===== src/rtl/av2_obu_packer_if.sv =====
// Descriptor, payload and output stream bundle for the OBU packer.
// master = packer side, slave = producer/sink environment side.
interface av2_obu_packer_if #(
    parameter int unsigned DATA_WIDTH = 128
);
    localparam int unsigned KEEP_W = DATA_WIDTH / 8;

    logic [3:0]            obu_type;
    logic [31:0]           obu_size;
    logic                  obu_valid;
    logic                  obu_ready;

    logic [DATA_WIDTH-1:0] s_pay_tdata;
    logic                  s_pay_tvalid;
    logic                  s_pay_tready;
    logic                  s_pay_tlast;

    logic [DATA_WIDTH-1:0] m_axis_tdata;
    logic [KEEP_W-1:0]     m_axis_tkeep;
    logic                  m_axis_tvalid;
    logic                  m_axis_tready;
    logic                  m_axis_tlast;

    modport master (
        input  obu_type, obu_size, obu_valid,
        output obu_ready,
        input  s_pay_tdata, s_pay_tvalid, s_pay_tlast,
        output s_pay_tready,
        output m_axis_tdata, m_axis_tkeep, m_axis_tvalid, m_axis_tlast,
        input  m_axis_tready
    );

    modport slave (
        output obu_type, obu_size, obu_valid,
        input  obu_ready,
        output s_pay_tdata, s_pay_tvalid, s_pay_tlast,
        input  s_pay_tready,
        input  m_axis_tdata, m_axis_tkeep, m_axis_tvalid, m_axis_tlast,
        output m_axis_tready
    );
endinterface


===== src/rtl/av2_obu_packer.sv =====
// OBU packer: emits one header beat (type/size) followed by the payload
// beats of each descriptor on a single-slot registered AXI4-Stream output.
module av2_obu_packer #(
    parameter int unsigned DATA_WIDTH = 128,
    parameter int unsigned CNT_WIDTH  = 16
) (
    input  logic                 clk,
    input  logic                 rst_n,
    av2_obu_packer_if.master     bus,
    output logic                 err_len,
    output logic [CNT_WIDTH-1:0] obu_count,
    output logic                 busy
);
    localparam int unsigned KEEP_W  = DATA_WIDTH / 8;
    localparam int unsigned BEATS_W = 29;

    typedef enum logic [1:0] {
        ST_IDLE    = 2'd0,
        ST_HDR     = 2'd1,
        ST_PAYLOAD = 2'd2
    } state_t;

    state_t                state_q, state_d;
    logic [3:0]            type_q, type_d;
    logic [31:0]           size_q, size_d;
    logic [BEATS_W-1:0]    rem_q, rem_d;
    logic [KEEP_W-1:0]     lastkeep_q, lastkeep_d;
    logic [DATA_WIDTH-1:0] tdata_q, tdata_d;
    logic [KEEP_W-1:0]     tkeep_q, tkeep_d;
    logic                  tlast_q, tlast_d;
    logic                  tvalid_q, tvalid_d;
    logic                  err_q, err_d;
    logic [CNT_WIDTH-1:0]  cnt_q, cnt_d;
    logic                  ready_q, ready_d;
    logic                  busy_q, busy_d;

    logic                  slot_free_c;
    logic                  pay_ready_c;
    logic                  rem_one_c;
    logic [BEATS_W-1:0]    beats_c;
    logic [KEEP_W-1:0]     lastkeep_c;

    assign slot_free_c = !tvalid_q || bus.m_axis_tready;
    assign rem_one_c   = (rem_q == BEATS_W'(1));
    // 33-bit round-up so a size of 0xFFFFFFFF yields 0x10000000 beats
    assign beats_c     = BEATS_W'(({1'b0, bus.obu_size} + 33'd15) >> 4);
    assign lastkeep_c  = (bus.obu_size[3:0] == 4'd0) ? {KEEP_W{1'b1}}
                       : KEEP_W'((32'd1 << bus.obu_size[3:0]) - 32'd1);

    always_comb begin
        state_d     = state_q;
        type_d      = type_q;
        size_d      = size_q;
        rem_d       = rem_q;
        lastkeep_d  = lastkeep_q;
        tdata_d     = tdata_q;
        tkeep_d     = tkeep_q;
        tlast_d     = tlast_q;
        tvalid_d    = tvalid_q;
        err_d       = err_q;
        cnt_d       = cnt_q;
        pay_ready_c = 1'b0;

        if (tvalid_q && bus.m_axis_tready) begin
            tvalid_d = 1'b0;
            if (tlast_q) cnt_d = cnt_q + CNT_WIDTH'(1);
        end

        case (state_q)
            ST_IDLE: begin
                if (bus.obu_valid) begin
                    type_d     = bus.obu_type;
                    size_d     = bus.obu_size;
                    rem_d      = beats_c;
                    lastkeep_d = lastkeep_c;
                    state_d    = ST_HDR;
                end
            end
            ST_HDR: begin
                if (slot_free_c) begin
                    tdata_d  = DATA_WIDTH'({size_q, 88'd0, type_q, 4'd0});
                    tkeep_d  = {KEEP_W{1'b1}};
                    tlast_d  = (rem_q == '0);
                    tvalid_d = 1'b1;
                    state_d  = (rem_q == '0) ? ST_IDLE : ST_PAYLOAD;
                end
            end
            ST_PAYLOAD: begin
                pay_ready_c = slot_free_c;
                if (bus.s_pay_tvalid && slot_free_c) begin
                    tdata_d  = bus.s_pay_tdata;
                    tlast_d  = rem_one_c;
                    tkeep_d  = rem_one_c ? lastkeep_q : {KEEP_W{1'b1}};
                    tvalid_d = 1'b1;
                    rem_d    = rem_q - BEATS_W'(1);
                    // framing follows the local count; upstream tlast only flags errors
                    if (bus.s_pay_tlast != rem_one_c) err_d = 1'b1;
                    if (rem_one_c) state_d = ST_IDLE;
                end
            end
            default: state_d = ST_IDLE;
        endcase

        ready_d = (state_d == ST_IDLE);
        busy_d  = (state_d != ST_IDLE) || tvalid_d;
    end

    always_ff @(posedge clk or negedge rst_n) begin
        if (!rst_n) begin
            state_q    <= ST_IDLE;
            type_q     <= '0;
            size_q     <= '0;
            rem_q      <= '0;
            lastkeep_q <= '0;
            tdata_q    <= '0;
            tkeep_q    <= '0;
            tlast_q    <= 1'b0;
            tvalid_q   <= 1'b0;
            err_q      <= 1'b0;
            cnt_q      <= '0;
            ready_q    <= 1'b1;
            busy_q     <= 1'b0;
        end else begin
            state_q    <= state_d;
            type_q     <= type_d;
            size_q     <= size_d;
            rem_q      <= rem_d;
            lastkeep_q <= lastkeep_d;
            tdata_q    <= tdata_d;
            tkeep_q    <= tkeep_d;
            tlast_q    <= tlast_d;
            tvalid_q   <= tvalid_d;
            err_q      <= err_d;
            cnt_q      <= cnt_d;
            ready_q    <= ready_d;
            busy_q     <= busy_d;
        end
    end

    assign bus.obu_ready     = ready_q;
    assign bus.s_pay_tready  = pay_ready_c;
    assign bus.m_axis_tdata  = tdata_q;
    assign bus.m_axis_tkeep  = tkeep_q;
    assign bus.m_axis_tlast  = tlast_q;
    assign bus.m_axis_tvalid = tvalid_q;
    assign err_len           = err_q;
    assign obu_count         = cnt_q;
    assign busy              = busy_q;
endmodule


===== src/flat_wrapper.sv =====
// flat-port wrapper written by rule: the top's interface ports become plain ports
module av2_obu_packer_flat 
#(
    parameter int unsigned DATA_WIDTH = 128,
    parameter int unsigned CNT_WIDTH  = 16
)
  (clk, rst_n, err_len, obu_count, busy, bus_obu_type, bus_obu_size, bus_obu_valid, bus_obu_ready, bus_s_pay_tdata, bus_s_pay_tvalid, bus_s_pay_tlast, bus_s_pay_tready, bus_m_axis_tdata, bus_m_axis_tkeep, bus_m_axis_tvalid, bus_m_axis_tlast, bus_m_axis_tready);
  av2_obu_packer_if #(.DATA_WIDTH(DATA_WIDTH)) bus_i ();
  input  logic clk;
  input  logic rst_n;
  output logic err_len;
  output logic [CNT_WIDTH-1:0] obu_count;
  output logic busy;
  input wire logic [$bits(bus_i.obu_type)-1:0] bus_obu_type;
  input wire logic [$bits(bus_i.obu_size)-1:0] bus_obu_size;
  input wire logic [$bits(bus_i.obu_valid)-1:0] bus_obu_valid;
  output wire logic [$bits(bus_i.obu_ready)-1:0] bus_obu_ready;
  input wire logic [$bits(bus_i.s_pay_tdata)-1:0] bus_s_pay_tdata;
  input wire logic [$bits(bus_i.s_pay_tvalid)-1:0] bus_s_pay_tvalid;
  input wire logic [$bits(bus_i.s_pay_tlast)-1:0] bus_s_pay_tlast;
  output wire logic [$bits(bus_i.s_pay_tready)-1:0] bus_s_pay_tready;
  output wire logic [$bits(bus_i.m_axis_tdata)-1:0] bus_m_axis_tdata;
  output wire logic [$bits(bus_i.m_axis_tkeep)-1:0] bus_m_axis_tkeep;
  output wire logic [$bits(bus_i.m_axis_tvalid)-1:0] bus_m_axis_tvalid;
  output wire logic [$bits(bus_i.m_axis_tlast)-1:0] bus_m_axis_tlast;
  input wire logic [$bits(bus_i.m_axis_tready)-1:0] bus_m_axis_tready;
  assign bus_i.obu_type = bus_obu_type;
  assign bus_i.obu_size = bus_obu_size;
  assign bus_i.obu_valid = bus_obu_valid;
  assign bus_obu_ready = bus_i.obu_ready;
  assign bus_i.s_pay_tdata = bus_s_pay_tdata;
  assign bus_i.s_pay_tvalid = bus_s_pay_tvalid;
  assign bus_i.s_pay_tlast = bus_s_pay_tlast;
  assign bus_s_pay_tready = bus_i.s_pay_tready;
  assign bus_m_axis_tdata = bus_i.m_axis_tdata;
  assign bus_m_axis_tkeep = bus_i.m_axis_tkeep;
  assign bus_m_axis_tvalid = bus_i.m_axis_tvalid;
  assign bus_m_axis_tlast = bus_i.m_axis_tlast;
  assign bus_i.m_axis_tready = bus_m_axis_tready;
  av2_obu_packer #(.DATA_WIDTH(DATA_WIDTH), .CNT_WIDTH(CNT_WIDTH)) u_core (.clk(clk), .rst_n(rst_n), .bus(bus_i), .err_len(err_len), .obu_count(obu_count), .busy(busy));
endmodule

===== config.mk =====
export PLATFORM = sky130hd
export DESIGN_NAME = av2_obu_packer_flat
export DESIGN_NICKNAME = d
export VERILOG_FILES = /design/src/rtl/av2_obu_packer_if.sv /design/src/rtl/av2_obu_packer.sv /design/src/flat_wrapper.sv
export SDC_FILE = /design/constraint.sdc
export NUM_CORES = 1
export LEC_CHECK = 0
export CAP_MARGIN = 40
export CORE_ASPECT_RATIO = 1.25
export CORE_MARGIN = 10
export CORE_UTILIZATION = 48
export DETAILED_ROUTE_END_ITERATION = 6
export HOLD_SLACK_MARGIN = 0.03
export PLACE_DENSITY = 0.81
export SLEW_MARGIN = 20
export SYNTH_ARGS = -nofsm -noshare
export SYNTH_HDL_FRONTEND = slang
export SYNTH_SLANG_ARGS = --single-unit

===== constraint.sdc =====
create_clock -name clk -period 2.99 [get_ports clk]
set_input_delay 0.4485 -clock clk [delete_from_list [all_inputs] [get_ports clk]]
set_output_delay 0.4485 -clock clk [all_outputs]
set_load 0.01 [all_outputs]

==> impl_metrics.ini <==
[layout]
multi_input_area_mm2 = 0.005077
syn2layout_area_growth_pct = 41.42
fin_cells = 1935
regArea_mm2 = 0.006207
drive_above_1_share_pct = 6.405
fill_cells = 1902
finalNetCount = 1767

[floorplan]
pin_count = 336
core_area_mm2 = 0.02381
die_area_mm2 = 0.03085
placementRows = 63
start_util_pct = 48.77
dieWidth_um = 159.1
die_h_um = 193.9

[power_and_ir_drop]
internal-power_mw = 9.289
power.share.clock_pct = 22.2
ir_drop_v = 0.0006920
cellLeakagePower_nw = 7.229
powerDensity_mw_per_mm2 = 927.3
p_seq_share_pct = 35.0
combPwrFrac_pct = 42.8
power.total_mw = 15.22
power.switching_mw = 5.936
netSwitchingFraction_pct = 38.99

[yosys]
yosys-top-cells-area = dfrtp_1 53%, nand2_1 12%, nand3_1 5.4%
yosys.area.top_type_share_pct = 53.24
synth_nets = 1443
yosysWarnings = 0
avgSynthCellArea_um2 = 9.185
ys_types = 60
yosysTopAreaCell = dfrtp_1
dominantRegCellSynth = dfrtp_1
syn_inst = 1264
synth_most_common_cell = nand2_1
ys_seq_area_share_pct = 53.46
async_reset_ff_share_pct = 100.0
syn_area_mm2 = 0.01161
synth-seq-cells = 248
synth-edff-count = 0
ys_top_cells_by_count = 376 x nand2_1, 247 x dfrtp_1, 126 x nand3_1

[placement]
portBuffers = 335
routabilityCongestion = 0.9319
dp.cells = 1884
dpl.hpwl_um = 29080

[clock_network]
clk_latency_ps = 550
cts.sinks = 248
ctsHoldBuffers = 1
cts_resized = 0
cts_tree = done
path_clk_slew_ps = 70
h-tree-depth = 1
max-clock-path-buffers = 3
cts_root_buf = clkbuf_16
postCtsSetupRepairBufs = 0
cts_buffers = 26

[timing]
setup_violations = 0
slew_headroom_pct = 45.37
fin_crit_sh_pct = 88.71
max_clock_freq_mhz = 377.0
tns_ps = 0
final-max-slew-violation-count = 0
hold_viol = 0
worst_slew_pin_slew_ps = 816.4
rsz0062_at_grt = no
finalCriticalPeriod_ps = 2652
fin_skew_ps = 21.88

[critical_path]
path_cells = inv_1 > ha_4 > inv_1 > nor2_1 > clkdlybuf4s50_1
crit_arrival_ps = 2200
end_kind = primary output
worst-setup-path-type = flop to primary output
path_delay_family = buffers and inverters
cpPeakStageDelay_ps = 550
cpMostUsedCell = inv_1
cpMaxStageDelayCell = clkdlybuf4s50_1
start_kind = flop
cp_max_fo = 11
crit_required_ps = 2540
path_buf_inv = 3

[status]
status = complete, no violations

[global_route]
grt_pass1_wl_um = 62640
gr-total-overflow = 0
grt_pass1_vias = 10730
grt_usage_pct = 24.95
antenna_found_initial = 3
grt_max_degree = 104

[routing]
drt_iter0_drc = 798
drc = 0
vias = 10770
viasPerCell = 5.565
wire_per_inst_um = 20.50
firstDrtPassIters = 5
final_antenna_net_count = 0
routed_wl_um = 39680

[hold_path]
worst_hold_path_type = input pin to flop

[run]
maxCapViolations = 0
==> kinds of logic (layout without fill, tap and decap cells) <==
logic type | after synthesis | count (layout) | synth area share [%]
fa+ha+maj | 9 | 9 | 0.9699
mux | 49 | 49 | 4.235
buf+inv | 93 | 437 | 3.028
other cells | 0 | 2 | 0
flops | 248 | 248 | 53.46
compound gates | 162 | 162 | 9.559
xor+xnor | 41 | 41 | 3.093
simple gates | 662 | 662 | 25.65
==> stage by stage <==
stage               hold WS, ps  cell area, um^2  util, %  setup slack (ps)
global route              425.6            16420    68.96             232.5
finish                    427.0            16420    68.97             337.6
CTS                       417.6            16410    68.95             318.7
floorplan                 152.9            11610        -             491.5
global placement          445.9            15480    65.02             290.9
detailed placement        454.0            15510    65.14             153.4
==> layer usage <==
metal	GRT usage [%]	wire length [um]
met5	0	13
met4	7.229	1092
met3	6.181	3386
met2	42.29	19550
met1	30.84	15630
==> sequential cells by signal (all words and copies together) (netlist names) <==
name,cells
u_core.state_q,2
u_core.bus.m_axis_tvalid,1
u_core.obu_count,16
u_core.size_q,32
u_core.bus.m_axis_tkeep,16
u_core.rem_q,29
u_core.busy,1
u_core.bus.m_axis_tdata,128
u_core.bus.obu_ready,1
u_core.err_len,1
u_core.bus.m_axis_tlast,1
u_core.lastkeep_q,16
u_core.type_q,4
==> path summary, 6_finish.rpt <==
kind,from,to,slack [ps],depth (start not counted)
max,u_core.state_q[0]$_DFF_PN0_,bus_s_pay_tready,340,5
min in group asynchronous,rst_n,u_core.rem_q[21]$_DFFE_PN0P_,490,2
max in group asynchronous,rst_n,u_core.bus.m_axis_tdata[105]$_DFFE_PN0P_,1650,3
min,bus_obu_type[3],u_core.type_q[3]$_DFFE_PN0P_,430,3
max reg2reg,u_core.rem_q[2]$_DFFE_PN0P_,u_core.bus.m_axis_tkeep[8]$_DFFE_PN0P_,420,6
min reg2reg,u_core.bus.m_axis_tdata[46]$_DFFE_PN0P_,u_core.bus.m_axis_tdata[46]$_DFFE_PN0P_,460,2
==> cells in the final DEF, fill, tap and decap left out, types with 14 or more instances in the layout <==
cell type	count
nand2_1	374
clkdlybuf4s50_1	334
dfrtp_1	247
nand3_1	126
o21ai_0	65
mux2i_1	48
nor2_1	45
buf_4	32
clkbuf_16	26
xnor2_1	25
nand4_1	23
o22a_1	18
nor3_1	16
xor2_1	16
nor4_1	14
==> tightest hold or removal path: cells and delay by family <==
kind                   cells  cell delay [ps]
AND/OR/NAND/NOR            2              100
buffers and inverters      1              400
==> layout make-up <==
type / instances / area share (%)
sequential: 248 / 37.81
multi-input combinational: 923 / 30.93
timing repair buffer: 376 / 23.00
clock buffer: 39 / 4.626
tap: 325 / 2.477
clock inverter: 9 / 0.8383
inverter: 13 / 0.2972
antenna: 2 / 0.03048
==> power groups by stage <==
stage               Combinational (mW)  Clock [mW]  Sequential (mW)
floorplan                         3.23           0             5.47
global placement                  6.40           0             5.33
detailed placement                6.53           0             5.38
CTS                               6.56        3.43             5.32
global route                      7.12        3.61             5.48
finish                            6.51        3.38             5.33
Power figures use the tool's default switching activity.
